<file path="config.mk">
export PLATFORM = sky130hd
export DESIGN_NAME = pll_reset_sequencer
export DESIGN_NICKNAME = d
export VERILOG_FILES = /design/src/rtl/pll_seq_pkg.sv /design/src/rtl/bit_sync.sv /design/src/rtl/pll_reset_sequencer.sv
export SDC_FILE = /design/constraint.sdc
export NUM_CORES = 1
export LEC_CHECK = 0
export CAP_MARGIN = 20
export CORE_UTILIZATION = 30
export DETAILED_ROUTE_END_ITERATION = 16
export GPL_TIMING_DRIVEN = 1
export PLACE_DENSITY_LB_ADDON = 0.1
export REMOVE_ABC_BUFFERS = 1
export SYNTH_ARGS = -nofsm -noshare
export SYNTH_HDL_FRONTEND = slang
export SYNTH_SLANG_ARGS = --single-unit
</file>
<file path="constraint.sdc">
create_clock -name clk -period 2.7 [get_ports clk]
set_clock_uncertainty 0.2 [all_clocks]
set_input_delay 0.405 -clock clk [delete_from_list [all_inputs] [get_ports clk]]
set_output_delay 0.405 -clock clk [all_outputs]
set_load 0.005 [all_outputs]
</file>
<file path="src/rtl/pll_seq_pkg.sv">
`default_nettype none
// +----------------------------------------------------------------------------+
// | Module      : pll_seq_pkg                                                  |
// | Description : Shared types and elaboration helpers for the PLL reset       |
// |               sequencer (state encoding, counter width helpers).           |
// | Revision    : 1.0 - initial release                                        |
// +----------------------------------------------------------------------------+
package pll_seq_pkg;

  // Sequencer states; explicit 3-bit encoding leaves 5..7 as invalid codes.
  typedef enum logic [2:0] {
    RESET_PLL = 3'd0,
    WAIT_LOCK = 3'd1,
    STABILIZE = 3'd2,
    RUN       = 3'd3,
    FAIL      = 3'd4
  } state_t;

  // Ceiling log2, never returning less than 1 so it is always a legal width.
  function automatic int clog2(input int value);
    int result;
    int rem;
    result = 0;
    rem    = value - 1;
    while (rem > 0) begin
      result = result + 1;
      rem    = rem >> 1;
    end
    return (result < 1) ? 1 : result;
  endfunction

  // Largest of three cycle-count parameters, used to size the shared counter.
  function automatic int max3(input int a, input int b, input int c);
    int m;
    m = (a > b) ? a : b;
    return (m > c) ? m : c;
  endfunction

endpackage : pll_seq_pkg
`default_nettype wire

</file>
<file path="src/rtl/bit_sync.sv">
`default_nettype none
// +----------------------------------------------------------------------------+
// | Module      : bit_sync                                                     |
// | Description : Two-flop synchronizer for a single asynchronous level, with  |
// |               asynchronous active-high reset to 0.                         |
// | Revision    : 1.0 - initial release                                        |
// +----------------------------------------------------------------------------+
module bit_sync (
  input  logic clk,
  input  logic reset,
  input  logic d,
  output logic q
);

  logic meta_q;
  logic meta_d;
  logic sync_q;
  logic sync_d;

  // Next values: stage 1 captures the raw input, stage 2 resolves stage 1.
  always_comb begin
    meta_d = d;
    sync_d = meta_q;
  end

  // Synchronizer flops, cleared asynchronously so reset never needs a clock.
  always_ff @(posedge clk or posedge reset) begin
    if (reset) begin
      meta_q <= 1'b0;
      sync_q <= 1'b0;
    end else begin
      meta_q <= meta_d;
      sync_q <= sync_d;
    end
  end

  assign q = sync_q;

endmodule : bit_sync
`default_nettype wire

</file>
<file path="src/rtl/pll_reset_sequencer.sv">
`default_nettype none
// +----------------------------------------------------------------------------+
// | Module      : pll_reset_sequencer                                          |
// | Description : Holds the clock-bridge PLL in reset, waits for a stable      |
// |               lock, then releases system reset. Retries on lock timeout or |
// |               lock loss and latches a sticky failure after repeated        |
// |               timeouts.                                                    |
// | Revision    : 1.0 - initial release                                        |
// +----------------------------------------------------------------------------+
module pll_reset_sequencer
  import pll_seq_pkg::*;
#(
  parameter int HOLD_CYCLES    = 16,
  parameter int STABLE_CYCLES  = 1024,
  parameter int TIMEOUT_CYCLES = 65536,
  parameter int MAX_RETRIES    = 3,
  parameter int LOSS_W         = 8
) (
  input  logic                             clk,
  input  logic                             reset,
  input  logic                             pll_locked,
  input  logic                             clear_fail,
  output logic                             pll_reset,
  output logic                             sys_reset,
  output logic                             lock_ok,
  output logic                             fail,
  output logic [$clog2(MAX_RETRIES+1)-1:0] retry_count,
  output logic [LOSS_W-1:0]                loss_count
);

  localparam int RW = $clog2(MAX_RETRIES + 1);
  localparam int CW = clog2(max3(HOLD_CYCLES, STABLE_CYCLES, TIMEOUT_CYCLES) + 1);

  localparam logic [CW-1:0] HOLD_LAST    = CW'(HOLD_CYCLES - 1);
  localparam logic [CW-1:0] STABLE_LAST  = CW'(STABLE_CYCLES - 1);
  localparam logic [CW-1:0] TIMEOUT_LAST = CW'(TIMEOUT_CYCLES - 1);
  localparam logic [RW-1:0] RETRY_LIMIT  = RW'(MAX_RETRIES);

  logic locked_s;

  state_t            state_q,     state_d;
  logic [CW-1:0]     cnt_q,       cnt_d;
  logic [RW-1:0]     retry_q,     retry_d;
  logic [LOSS_W-1:0] loss_q,      loss_d;
  logic              pll_reset_q, pll_reset_d;
  logic              sys_reset_q, sys_reset_d;
  logic              lock_ok_q,   lock_ok_d;
  logic              fail_q,      fail_d;

  // The PLL lock indication is asynchronous; only the synchronized copy is used.
  bit_sync u_lock_sync (
    .clk   (clk),
    .reset (reset),
    .d     (pll_locked),
    .q     (locked_s)
  );

  // Next-state, counter and status computation; outputs decode the next state
  // so they change on the same edge as the state register.
  always_comb begin
    state_d = state_q;
    retry_d = retry_q;
    loss_d  = loss_q;

    case (state_q)
      RESET_PLL: begin
        if (cnt_q == HOLD_LAST) begin
          state_d = WAIT_LOCK;
        end
      end
      WAIT_LOCK: begin
        // Lock seen on the final cycle wins over the timeout.
        if (locked_s) begin
          state_d = STABILIZE;
        end else if (cnt_q == TIMEOUT_LAST) begin
          if (retry_q == RETRY_LIMIT) begin
            state_d = FAIL;
          end else begin
            retry_d = retry_q + RW'(1);
            state_d = RESET_PLL;
          end
        end
      end
      STABILIZE: begin
        // A drop at any point, including the last cycle, restarts the wait.
        if (!locked_s) begin
          state_d = WAIT_LOCK;
        end else if (cnt_q == STABLE_LAST) begin
          state_d = RUN;
          retry_d = '0;
        end
      end
      RUN: begin
        if (!locked_s) begin
          state_d = RESET_PLL;
          if (loss_q != {LOSS_W{1'b1}}) begin
            loss_d = loss_q + LOSS_W'(1);
          end
        end
      end
      FAIL: begin
        if (clear_fail) begin
          state_d = RESET_PLL;
          retry_d = '0;
        end
      end
      default: begin
        state_d = RESET_PLL;
      end
    endcase

    // Shared timer: restarts on every state change, frozen while failed.
    if (state_d != state_q) begin
      cnt_d = '0;
    end else if (state_q == FAIL) begin
      cnt_d = cnt_q;
    end else begin
      cnt_d = cnt_q + CW'(1);
    end

    pll_reset_d = (state_d == RESET_PLL) || (state_d == FAIL);
    sys_reset_d = (state_d != RUN);
    lock_ok_d   = (state_d == RUN);
    fail_d      = (state_d == FAIL);
  end

  // State, timer and registered outputs; reset asserts both resets without a clock.
  always_ff @(posedge clk or posedge reset) begin
    if (reset) begin
      state_q     <= RESET_PLL;
      cnt_q       <= '0;
      retry_q     <= '0;
      loss_q      <= '0;
      pll_reset_q <= 1'b1;
      sys_reset_q <= 1'b1;
      lock_ok_q   <= 1'b0;
      fail_q      <= 1'b0;
    end else begin
      state_q     <= state_d;
      cnt_q       <= cnt_d;
      retry_q     <= retry_d;
      loss_q      <= loss_d;
      pll_reset_q <= pll_reset_d;
      sys_reset_q <= sys_reset_d;
      lock_ok_q   <= lock_ok_d;
      fail_q      <= fail_d;
    end
  end

  assign pll_reset   = pll_reset_q;
  assign sys_reset   = sys_reset_q;
  assign lock_ok     = lock_ok_q;
  assign fail        = fail_q;
  assign retry_count = retry_q;
  assign loss_count  = loss_q;

endmodule : pll_reset_sequencer
`default_nettype wire

</file>
==> flow_summary_export.csv <==
group,metric,value,unit
clock_tree,htreeDepth,2,
worst_hold_path,min-delay-path-class,"reg2reg",
placement,dp_slack,-0.0438,ns
yosys,synthMuxAreaShare,2.34,%
routing,antenna_left,0,
routing,drt-wirelength-per-cell,14.1,microns
run_status,status,"finished clean",
critical_path,r2r_cells,9,
global_route,globalRouteMet3Util,2.70,%
yosys,synthXorXnorAreaFrac,8.91,%
critical_path,critPathKind,"reg2reg",
yosys,yosys.area_share.simple,24.9,%
global_route,grt_remaining_overflow,0,
sta,max_freq,394,MHz
clock_tree,cts_made_buffers,5,
global_route,grt_pass1_vias,1416,
run,max_cap_violations,0,
clock_tree,cts-root-buf,"clkbuf_8",
yosys,synthDistinctLibCells,47,
sta,setup_ws,0.160,ns
yosys,synth-edff-count,0,
yosys,synth_common_cells,"dfrtp_1 (34), nor2_1 (14), xnor2_1 (12)",
finish,fin_nets,230,
yosys,ys_top_cells_by_area,"dfrtp_1 (46%), xnor2_1 (5.6%), ha_1 (3.3%), nand4_1 (3.3%), xor2_1 (3.3%)",
yosys,netlist_instances,181,
global_route,track_usage,14.1,%
pwr,leakagePower,1.05,nW
sta,tightest_slew,0.650,ns
sta,slew_viol_final,0,
clock_tree,clock_latency,0.29,ns
critical_path,cp.required,2.68,ns
clock_tree,cts_buffer_depth,2,
sta,rsz0062_at_grt,"false",
finish,fill_cells,598,
routing,drt_first_pass_iters,4,
global_route,grt_pass1_wl,6910,microns
pwr,power_density,705,nW/um^2
sta,holdWs,0.165,ns
placement,hpwl,2980,microns
routing,vias_per_cell,5.13,
routing,drc_errors,0,
floorplanning,die_w,80.9,microns
yosys,synth_top_area_cell,"dfrtp_1",
routing,vias,1525,
floorplanning,die_y,80.9,microns
placement,place.gp.congestion,0.768,
floorplanning,fp.dieArea,6550,sq um
placement,dpl-instance-area,2250,sq um
global_route,grtUsageMet2,21.9,%
yosys,seq_area_frac_synth,48.4,%
critical_path,end_kind,"flip-flop",
clock_tree,holdBufCountCts,0,
routing,drt_iter0_markers,114,
yosys,synthFlopType,"dfrtp_1",
sta,period_needed,2.54,ns
global_route,grtUsageMet1,18.8,%
placement,io_buffers,17,
yosys,netlist_area,1870,sq um
sta,slew_headroom,56.1,%
floorplanning,core-area,5960,sq um
finish,multi_input_area,938,sq um
floorplanning,rows,28,
finish,drive_gt1_share,23.4,%
yosys,yosys_warnings,0,
critical_path,startpoint_type,"flip-flop",
critical_path,critPathArrivalTime,2.52,ns
floorplanning,start_util,31.4,%
yosys,synth_most_common_cell,"dfrtp_1",
clock_tree,clock_sinks,36,
routing,wl,4190,microns
global_route,grt_start_max_net_pins,37,
yosys,synth_top_family_by_area,"simple AND/OR/NAND/NOR gates",
clock_tree,path_clk_slew,0.07,ns
placement,dp.cells,286,
pwr,vdd_drop_max,342,uV
finish,areaGrowthSynthToFinish,30.1,%
sta,setup_viol,0,
yosys,synth_top_area_share,45.5,%
floorplanning,io_pins,18,
yosys,ys_ff_latch,36,
global_route,grt_antenna_before_repair,0,
yosys,synthAdderAreaFrac,3.35,%
sta,hold_violations,0,
finish,regArea,903,sq um
yosys,avgSynthCellArea,10.3,sq um
finish,fin_area,2430,sq um
finish,layoutNonFillerInstCount,297,
yosys,synth_compound_area_share,8.04,%
yosys,async_flop_share,100,%
clock_tree,tritoncts,"done",
finish,n_antenna_cell,0,
worst_hold_path,hold_path_depth,0,
critical_path,worstPathMaxFanout,2,
sta,final.period_utilization,94.1,%
global_route,grt-busiest-layer,"met2",
==> metrics by stage <==
| step | setup TNS, ns | utilization, % | total power, W |
|---|---|---|---|
| floorplan | 0 | - | 0.000927 |
| global placement | 0 | 37.7 | 0.00119 |
| detailed placement | -0.0801 | 37.7 | 0.00121 |
| CTS | 0 | 39.8 | 0.00170 |
| global route | 0 | 40.8 | 0.00183 |
| finish | 0 | 40.8 | 0.00171 |
==> where the power goes <==
group          internal [W]  total (W)  switching [W]
combinational      0.000281   0.000548       0.000268
clock              0.000273   0.000474       0.000201
sequential         0.000620   0.000692      0.0000721
total               0.00117    0.00171       0.000541
==> sequential cells by signal, indices dropped and copies added, names as in the netlist <==
name,cells
fail,1
cnt_q,17
loss_count,8
lock_ok,1
pll_reset,1
retry_count,2
u_lock_sync.meta_q,1
u_lock_sync.q,1
state_q,3
sys_reset,1
==> layer usage <==
layer  part of all wire (%)  up-vias
met5                      0        -
met4                    1.9        0
met2                     48       20
li1                       -      741
met1                     47      756
met3                    2.8        8
==> critical path: stages (launching register included) <==
cell and delay [ns]:
dfrtp_1 0.36, ha_2 0.18, and3_4 0.18, nand3_1 0.08
nor2_2 0.16, ha_2 0.20, or4bb_1 0.39, o22a_1 0.21
o32ai_4 0.14, mux2_4 0.33
==> cell families after synthesis <==
kind of cell | Yosys count
DFF | 36
and+or+nand+nor | 81
AOI/OAI and AO/OA | 22
buffers and inverters | 14
xor gates and xnor gates | 19
adders and majority gates | 5
muxes | 4
==> layout by cell type, fill, tap and decap left out, drive strengths merged, types with 2 or more instances in the layout <==
cell type / count
or3: 3
nand2b: 2
clkbuf: 5
a2111oi: 2
mux2: 3
inv: 3
ha: 5
xor2: 7
nor3b: 3
nand3: 8
and4: 3
and3: 3
xnor2: 12
clkdlybuf4s50: 17
or4: 4
nand4: 10
a21oi: 7
dfrtp: 34
nor2: 14
o21ai: 4
buf: 27
nor4: 5
o31ai: 2
dfstp: 2
nor3: 9
nand2: 9
==> repair_timing <==
action,4_1_cts,5_1_grt
pin swaps,0,6
cloned,0,0
gates resized for setup,2,10
setup buffers,0,3
setup endpoints to repair,2,11
==> final timing paths <==
check,startpoint,endpoint,slack [ns]
worst max-delay path,cnt_q[0],retry_count[1],0.16
worst min-delay path,u_lock_sync.meta_q,u_lock_sync.q,0.17
worst max register to register,cnt_q[0],retry_count[1],0.16
worst min register to register,u_lock_sync.meta_q,u_lock_sync.q,0.17
max in group asynchronous,reset,pll_reset,1.62
min in group asynchronous,reset,loss_count[5],0.32
==> final cells by class <==
cell class	instances	area share, %
Inverter	3	0.463
Sequential cell	36	37.2
Clock inverter	3	1.75
Timing Repair Buffer	44	15.3
Multi-Input combinational cell	131	38.6
Tap cell	75	3.86
Clock buffer	5	2.83
(Power assumes the default switching activity.)
